<file path="config.mk">
export PLATFORM = sky130hd
export DESIGN_NAME = fetch_unit
export DESIGN_NICKNAME = d
export VERILOG_FILES = /design/src/rtl/fetch_unit.sv
export SDC_FILE = /design/constraint.sdc
export NUM_CORES = 1
export LEC_CHECK = 0
export CAP_MARGIN = 10
export CORE_ASPECT_RATIO = 0.5
export CORE_MARGIN = 2
export CORE_UTILIZATION = 40
export DETAILED_ROUTE_END_ITERATION = 8
export GPL_TIMING_DRIVEN = 0
export PLACE_DENSITY = 0.68
export SETUP_SLACK_MARGIN = 0.02
export SYNTH_ARGS = -nofsm -noshare
export SYNTH_HDL_FRONTEND = slang
export SYNTH_SLANG_ARGS = --single-unit
</file>
<file path="constraint.sdc">
create_clock -name clk -period 5.2 [get_ports clk]
set_clock_uncertainty 0.05 [all_clocks]
set_input_delay 1.04 -clock clk [delete_from_list [all_inputs] [get_ports clk]]
set_output_delay 1.04 -clock clk [all_outputs]
set_load 0.02 [all_outputs]
</file>
<file path="src/rtl/fetch_unit.sv">
// fetch_unit: PC sequencer, instruction memory requests and instruction buffer feeding the decoder
module fetch_unit #(
  parameter type T = logic [31:0],
  parameter logic [8:0] RESET_PC = 9'h000,
  parameter int DEPTH = 2
) (
  input  logic        clk,
  input  logic        reset,
  output logic        o_imem_en,
  output logic [8:0]  o_imem_addr,
  input  logic [31:0] i_imem_rdata,
  input  logic        i_redirect_valid,
  input  logic [8:0]  i_redirect_pc,
  output T            o_instruction,
  output logic [8:0]  o_pc,
  output logic        o_valid,
  input  logic        i_ready
);
  localparam int CW = $clog2(DEPTH + 1);
  localparam int PW = $clog2(DEPTH);
  logic [8:0] fetch_pc;
  logic [8:0] inflight_pc;
  logic inflight;
  logic [CW-1:0] count;
  logic [PW-1:0] head;
  logic [PW-1:0] tail;
  T mem_instr [DEPTH];
  logic [8:0] mem_pc [DEPTH];
  logic push;
  logic pop;
  function automatic logic [PW-1:0] wrap_inc(input logic [PW-1:0] p);
    return p == PW'(DEPTH - 1) ? '0 : p + 1'b1;
  endfunction
  // Request only while a buffer slot is reserved for every outstanding read, so a stall never drops data
  always_comb begin
    o_imem_en = !reset && !i_redirect_valid && (({1'b0, count} + (CW + 1)'(inflight)) < (CW + 1)'(DEPTH));
    o_imem_addr = fetch_pc;
    push = inflight && !i_redirect_valid;
    o_valid = count != '0;
    pop = o_valid && i_ready;
    o_instruction = o_valid ? mem_instr[head] : '0;
    o_pc = o_valid ? mem_pc[head] : '0;
  end
  // PC sequencing, in-flight tracking and buffer occupancy; a redirect flushes everything
  always_ff @(posedge clk or posedge reset)
    if (reset) begin
      fetch_pc <= RESET_PC;
      inflight <= 1'b0;
      inflight_pc <= '0;
      count <= '0;
      head <= '0;
      tail <= '0;
    end else if (i_redirect_valid) begin
      fetch_pc <= i_redirect_pc & 9'h1FC;
      inflight <= 1'b0;
      count <= '0;
      head <= '0;
      tail <= '0;
    end else begin
      inflight <= o_imem_en;
      if (o_imem_en) begin
        fetch_pc <= fetch_pc + 9'd4;
        inflight_pc <= fetch_pc;
      end
      if (push) tail <= wrap_inc(tail);
      if (pop) head <= wrap_inc(head);
      count <= count + CW'(push) - CW'(pop);
    end
  // Buffer storage: capture the memory word returned for last cycle's request
  always_ff @(posedge clk or posedge reset)
    if (reset) begin
      for (int i = 0; i < DEPTH; i++) begin
        mem_instr[i] <= '0;
        mem_pc[i] <= '0;
      end
    end else if (push) begin
      mem_instr[tail] <= T'(i_imem_rdata);
      mem_pc[tail] <= inflight_pc;
    end
endmodule

</file>
# Word-level counts from Yosys, hierarchy flattened
# Index checks and enable logic that the tools add are counted.
[totals]
word_cells = 59
reg_bits = 105
out_inout_bits = 52
inputBits = 45
[classes]
bitwise_logic = 3
addsub = 6
magnitude_cmp = 4
muxes = 24
reduce_logical = 12
[ops]
columns = ["op", "n"]
rows = [
  ["two-way mux 32 bit", 5],
  ["bitwise mux 64 bit", 1],
  ["two-way mux 9 bit", 7],
  ["demux 32 bit (select 1 bit)", 1],
  ["bitwise mux 18 bit", 1],
  ["adder 9 x 3 -> 9 bit, second input constant", 1],
  ["demux 9 bit (select 1 bit)", 1],
  ["nonzero test 2 bit", 4],
  ["two-way mux 1 bit", 7],
  ["logical AND 1 bit", 5],
  ["greater-or-equal comparator 2 bit, second input constant", 2],
  ["NOT 1 -> 2 bit", 2],
  ["adder 2 x 1 -> 3 bit", 1],
  ["< comparator 3 x 2 -> 1 bit, second input constant", 1],
  ["adder 1 bit, second input constant", 2],
  ["adder 2 x 1 -> 2 bit", 1],
  ["logical NOT 1 bit", 2],
  ["< comparator 2 x 1 -> 1 bit, second input constant", 1],
  ["two-way mux 2 bit", 1],
  ["AND reduction 2 bit", 1],
  ["subtractor 2 x 1 -> 2 bit", 1],
  ["NOT 1 bit", 1],
]

# Longest topological paths before layout
[depth]
ltp_word = 6
mapped_depth = 8

# Worst setup path after synthesis
# No wires, ideal clock.
[synth_path]
kind = "input-to-output"
from = "in i_redirect_valid"
to = "out o_imem_en"
stages = 2
required_time_ns = 4.110
t_arrival_ns = 2.267
path_slack_ns = 1.843
n_path_buf = 1
cell_sequence = "clkbuf_1 -> a2111oi_0"
[synth_via]
elab_chain_cells = 3
[synth_lines]
columns = ["element", "line_no", "text"]
rows = [
  ["from (decl)", "12", "input logic i_redirect_valid,"],
  ["logical NOT 1 bit", "36", "o_imem_en = !reset && !i_redirect_valid && (({1'b0, count} + (CW + 1)'(inflight)) < (CW + 1)'(DEPTH));"],
  ["logical AND 1 bit (2 in a row)", "36", ""],
  ["to (decl)", "9", "output logic o_imem_en,"],
]
# Every way passes these cells.

# Worst setup path in the final report
# Ends and elaborated chain as after synthesis.

==> flow_metrics.tcl <==
set metrics [dict create \
    place_area_um2 5550 \
    ys_ff_latch 97 \
    dieHeight_um 78.4 \
    post_cts_buffers 0 \
    synth_top_family_by_area "multiplexers" \
    cp-end-kind "output port" \
    p_per_area_nw_per_um2 581 \
    sw_frac_of_total_pct 32.6 \
    drt_iter0_markers 132 \
    mostFrequentLayoutCells "97 x dfrtp_1, 90 x clkdlybuf4s50_1, 85 x mux2_2" \
    worstSetupPathType "input pin to output port" \
    cts.sinks 97 \
    final_area_um2 5880 \
    grt.total_usage_pct 15.7 \
    core_area_um2 10900 \
    areaGrowthSynthToFinish_pct 32.9 \
    vias_per_cell 4.97 \
    dp.cells 580 \
    ant_nets 0 \
    rows 27 \
    reg2reg_to "mem_instr[46]$_DFFE_PP0P_" \
    antenna_found_initial 0 \
    setup-tns-final_ns 0 \
    timing.final.crit_share_pct 77.9 \
    routed_wl_um 9060 \
    synth_compound_area_share_pct 3.11 \
    synthMuxAreaShare_pct 30.7 \
    multiInputGateArea_um2 1850 \
    hp-class "flop to flop" \
    place.gp.congestion 0.795 \
    rsz0062_at_grt "false" \
    dieArea_um2 12000 \
    drt_pass1_iterations 4 \
    grt_pass1_vias 3005 \
    rr_worst_depth 6 \
    vdd_ir_drop_max_uv 203 \
    final-seq-area_um2 2430 \
    synth_ff_type "dfrtp_1" \
    layout_setup_ws_ns 1.15 \
    layout_commonest_cell "dfrtp_1" \
    status "completed" \
    pin_count 97 \
    crit_path_max_fanout 10 \
    min_path_cells 1 \
    grt_max_degree 51 \
    cts_hold_buf 0 \
    wire_per_inst_um 15.2 \
    cts_tree "yes" \
    async_flop_share_pct 100 \
    post_cts_resized 0 \
    finalNetCount 494 \
    worstHoldEndpoint "mem_pc[13]$_DFFE_PP0P_" \
    io_buffers 90 \
    syn_avg_cell_area_um2 13.0 \
    die_w_um 153 \
    cap_violations 0 \
    fin_cells 594 \
    p_int_mw 2.30 \
    setup_viol 0 \
    n_fill_cell 984 \
    vias 2952 \
    holdWs_ns 0.454 \
    yosys_warnings 0 \
    clkTransAtPathRegs_ns 0.06 \
    synth-simple-area-share_pct 5.94 \
    start_kind "input pin" \
    cts_buffer_depth 2 \
    dp_slack_ns 1.15 \
    netlist_instances 341 \
    fmax_mhz 247 \
    post-dp-hpwl_um 6370 \
    synth_edf_count 0 \
    synth_area_um2 4420 \
    cts-root-buf "clkbuf_16" \
    seq_power_share_pct 36.9 \
    tightest_slew_ns 0.718 \
    p_switching_mw 1.11 \
    ys_seq_area_share_pct 54.9 \
    n_antenna_cell 0 \
    layout-drive-gt1-share_pct 26.9 \
    cts_max_level 3 \
    synth-adder-area-share_pct 0.848 \
    p_leak_nw 2.49 \
    drc_errors 0 \
    p_comb_share_pct 41.5 \
    finalHoldViolations 0 \
    clkLatencyLatePin_ns 0.33 \
    required_ns 4.11 \
    cts_buffers 9 \
    synth-xor-area-share_pct 0.990 \
    min_period_ns 4.05 \
    reg2reg_slack_ns 3.21 \
    synth_cell_types 33 \
    r2r-start "inflight$_DFF_PP0_" \
    hold_path.startpoint "mem_pc[13]$_DFFE_PP0P_" \
    start_util_pct 40.7 \
    cp.arrival_ns 2.96 \
    drv_slew 0 \
    overflow 0 \
    power_frac_clock_pct 21.6 \
    grt_pass1_wl_um 15100 \
    relSlewSlack_pct 52.1 \
]
layer usage:
metal / global-route usage (%) / up-vias / wire length (um) / share of wire, %
met4: 3.89 / 0 / 109 / 1.2
met3: 3.87 / 10 / 352 / 3.9
met2: 26.1 / 62 / 4240 / 47
met5: 0 / - / 0 / 0
li1: - / 1388 / - / -
met1: 21.0 / 1492 / 4360 / 48
area by class of cell:
| class | count | share of cell area, % |
|---|---|---|
| plain buffers | 24 | 2.23 |
| repair buffers | 91 | 15.8 |
| inverters | 6 | 0.426 |
| multi-input cells | 217 | 31.5 |
| clock buffers | 11 | 4.13 |
| well taps | 145 | 3.09 |
| clock inverters | 3 | 1.53 |
| flip-flops and latches | 97 | 41.3 |
state kept, by name, indices dropped and copies added (netlist names):
signal	count
tail	1
inflight_pc	7
inflight	1
mem_pc	14
mem_instr	64
head	1
o_imem_addr	7
count	2
cell usage after synthesis (2+ instances only):
cell type	number	area, um^2
dfrtp_1	97	2430
mux2_2	85	957
nor2_1	49	184
mux2i_1	40	400
buf_2	12	60.1
clkbuf_1	6	22.5
buf_4	5	37.5
inv_1	5	18.8
a31oi_1	4	25.0
nand3_1	4	20.0
o21ai_0	4	20.0
ha_1	3	37.5
nand2_1	3	11.3
xnor2_1	3	26.3
or3_1	2	12.5
xor2_1	2	17.5
how the worst max path moves through the flow:
stage | start | to | slack, ns | depth (start not counted)
after floorplan | reset | count[0]$_DFF_PP0_ | 1.58 | 1
after global placement | reset | mem_instr[45]$_DFFE_PP0P_ | -0.12 | 2
after detailed placement | i_redirect_valid | o_imem_en | 1.15 | 4
after CTS | i_redirect_valid | o_imem_en | 1.12 | 4
after global routing | i_redirect_valid | o_imem_en | 1.02 | 4
final | i_redirect_valid | o_imem_en | 1.15 | 4
per-stage QoR:
| step | total power [mW] | util [%] |
|---|---|---|
| after floorplan | 2.16 | - |
| after global placement | 2.68 | 50.7 |
| after detailed placement | 2.72 | 51.0 |
| after CTS | 3.47 | 54.1 |
| after global routing | 3.64 | 54.1 |
| final | 3.42 | 54.1 |
cell families after synthesis:
logic type	Yosys count
buffers and inverters	30
AND/OR/NAND/NOR	63
other	1
multiplexers	125
adder cells (fa/ha/maj)	3
AO/OA/AOI/OAI	17
XOR/XNOR	5
flip-flops	97
power by group through the flow:
stage / Sequential (mW) / Clock (mW) / Combinational (mW)
after floorplan: 1.23 / 0 / 0.931
after global placement: 1.26 / 0 / 1.42
after detailed placement: 1.28 / 0 / 1.44
after CTS: 1.26 / 0.758 / 1.44
after global routing: 1.31 / 0.786 / 1.54
final: 1.26 / 0.739 / 1.42
critical path: stages:
cell	delay, ns
clkdlybuf4s50_1	0.53
clkbuf_1	0.29
a2111oi_0	0.40
clkdlybuf4s50_1	0.70
Note: power is estimated with default switching activity, not from simulation.
==> edit: new RTL, same flow settings <==
Reset style: synchronous (`reset`), changed in 2 clocked blocks.
--- a/src/rtl/fetch_unit.sv
+++ b/src/rtl/fetch_unit.sv
@@ -44,3 +44,3 @@
   // PC sequencing, in-flight tracking and buffer occupancy; a redirect flushes everything
-  always_ff @(posedge clk or posedge reset)
+  always_ff @(posedge clk)
     if (reset) begin
@@ -69,3 +69,3 @@
   // Buffer storage: capture the memory word returned for last cycle's request
-  always_ff @(posedge clk or posedge reset)
+  always_ff @(posedge clk)
     if (reset) begin
Formal check against the unedited RTL: differs if reset is asserted again (counterexample within 4 cycles, from zero or initial values and one cycle with reset high); with reset held inactive, the same outputs for 4 cycles.
==> edit against the original RTL <==
Sequential share of layout area rose by 6.0 points; cell count grew 3.7%; worst setup slack worse by 0.21 ns; sequential cell count up 1; design area down 1.3%; maximum frequency is 4.9% lower; wire length fell by 2.3%; critical path depth shrank 1; via count fell by 2.1%; area after synthesis is essentially flat; critical endpoint unchanged; synthesized cell count up 6.2%.
Power is not compared: it rests on default switching activity, and its combinational part moved more than twofold at a synthesized area within 25%.
==> edit: results (changes against the original RTL) <==
- The number of clock buffers in the layout came to 10 (-1).
- The number of enable flip-flop cells after synthesis was 78 (+78).
- Multiplexer share of the synthesized area: 10.4% (-20 points)
- Sink of the worst hold path: inflight_pc[4]
* Routed WL: 8850 µm (-2.3%)
* Relative slew slack: 34.2% (-18 points)
- The count of inverters not on the clock network in the layout is 6 (unchanged).
- The met1 layer wirelength in the final routing is 3990 µm (-8.4%).
- Count of standard-cell rows: 27 (unchanged)
* Number of violations reported at the end of detailed-routing iteration 0: 85 (-36%)
- The count of buffers inserted at the top-level ports is 89 (-1.1%).
- The combined global-route utilization of all metal layers came to 15.4% (-0.34 points).
- The delay of the slowest cell on the worst path came to 0.81 ns (+0.11 ns).
* Startpoint of the most critical register-to-register path: inflight
* Routed length on met3: 340 µm (-3.4%)
* Area of the multi-input gates: 1540 µm² (-17%)
- Global routing met2 resource utilization: 27.9% (+1.8 points)
- The total length of routed met2 wires is 4430 µm (+4.5%).
- In the synthesized netlist, the cells that appear most often are sky130_fd_sc_hd__and2_1 (78), sky130_fd_sc_hd__edfxtp_1 (78), sky130_fd_sc_hd__nor2_1 (57).
- The post-placement cell count came to 600 (+3.4%).
* Fraction of cell area in non-clock buffers: 18.1% (+0.086 points)
* Via count of the first global-routing pass: 2,856 (-5.0%)
- Xor and xnor fraction of the mapped netlist area: 0.989% (about the same)
- The routability congestion estimate from global placement is 0.752 (-5.4%).
- The number of different library cells in the post-synthesis netlist is 38 (+15%).
- The number of filler cells placed in the layout was 978 (-0.61%).
* Result of the run: complete, no violations
- The flip-flop and latch count after synthesis came to 98 (+1.0%).
- The maximum number of pins on one net before global-route repair is 40 (-22%).
- Arrival time reported for the critical path endpoint: 3.17 ns (+0.21 ns)
- The count of placed standard cells in the final layout, fillers left out is 616 (+3.7%).
- Seq area share: 47.3% (+6.0 points)
- The total number of vias came to 2,889 (-2.1%).
- The worst hold margin is 0.449 ns (-0.00512 ns).
- The number of multi-input combinational cells in the layout is 233 (+7.4%).
* R2r setup slk: 2.30 ns (-0.91 ns)
- The async set-or-reset flop fraction in the synthesized netlist is 0% (-100 points).
* Max Fanout on Critical Path: 8 (-2)
- In the synthesized netlist the dominant register cell turns out to be sky130_fd_sc_hd__edfxtp_1.
- The part of the Yosys area used for sequential elements is 62.0% (+7.1 points).
* HPWL Detailed: 6060 µm (-4.8%)
* Area post-placement: 5540 µm² (-0.11%)
- The number of non-clock buffers was 118 (+2.6%).
- Hold Path Origin: inflight_pc[4]
* Routing usage on met1: 18.2% (-2.7 points)
- The worst reg-to-reg path cell count was 5 (-1).
* Synthesized-area fraction occupied by ao, oa, aoi and oai cells: 3.99% (+0.87 points)
* Pre-CTS setup slack: 0.963 ns (-0.187 ns)
- Number of nets in the finished design: 513 (+3.8%)
* Proportion of layout cells with a drive suffix above 1: 5.94% (-21 points)
- The number of antenna cells inserted is 0 (unchanged).
- Smallest setup slack after layout: 0.938 ns (-0.210 ns)
* Clock Network Area Fraction: 4.53% (-1.1 points)
[edit: cell types whose count changed in the layout (fill, tap and decap cells not counted), moves of 6 or more]
cell and change:
sky130_fd_sc_hd__dfrtp_1 -97, sky130_fd_sc_hd__mux2_2 -85, sky130_fd_sc_hd__and2_1 +78, sky130_fd_sc_hd__edfxtp_1 +78, sky130_fd_sc_hd__dfxtp_1 +20, sky130_fd_sc_hd__clkbuf_1 +11, sky130_fd_sc_hd__buf_2 -8, sky130_fd_sc_hd__nor2_1 +8
sky130_fd_sc_hd__mux2i_1 +6
[edit: worst max path at each step]
stage / from / endpoint / cells past startpoint
floorplan: i_redirect_valid / mem_instr[0][0] / 3
global placement: i_redirect_valid / mem_instr[0][12] / 3
detailed placement: reset / mem_instr[1][14] / 5
CTS: reset / o_imem_en / 3
global route: reset / o_imem_en / 3
finish: reset / o_imem_en / 3
[edit: where the power goes]
part           internal [mW]  switching, mW
Clock                  0.319          0.264
Combinational         0.0731         0.0743
Sequential             0.880         0.0162
Total                   1.27          0.355
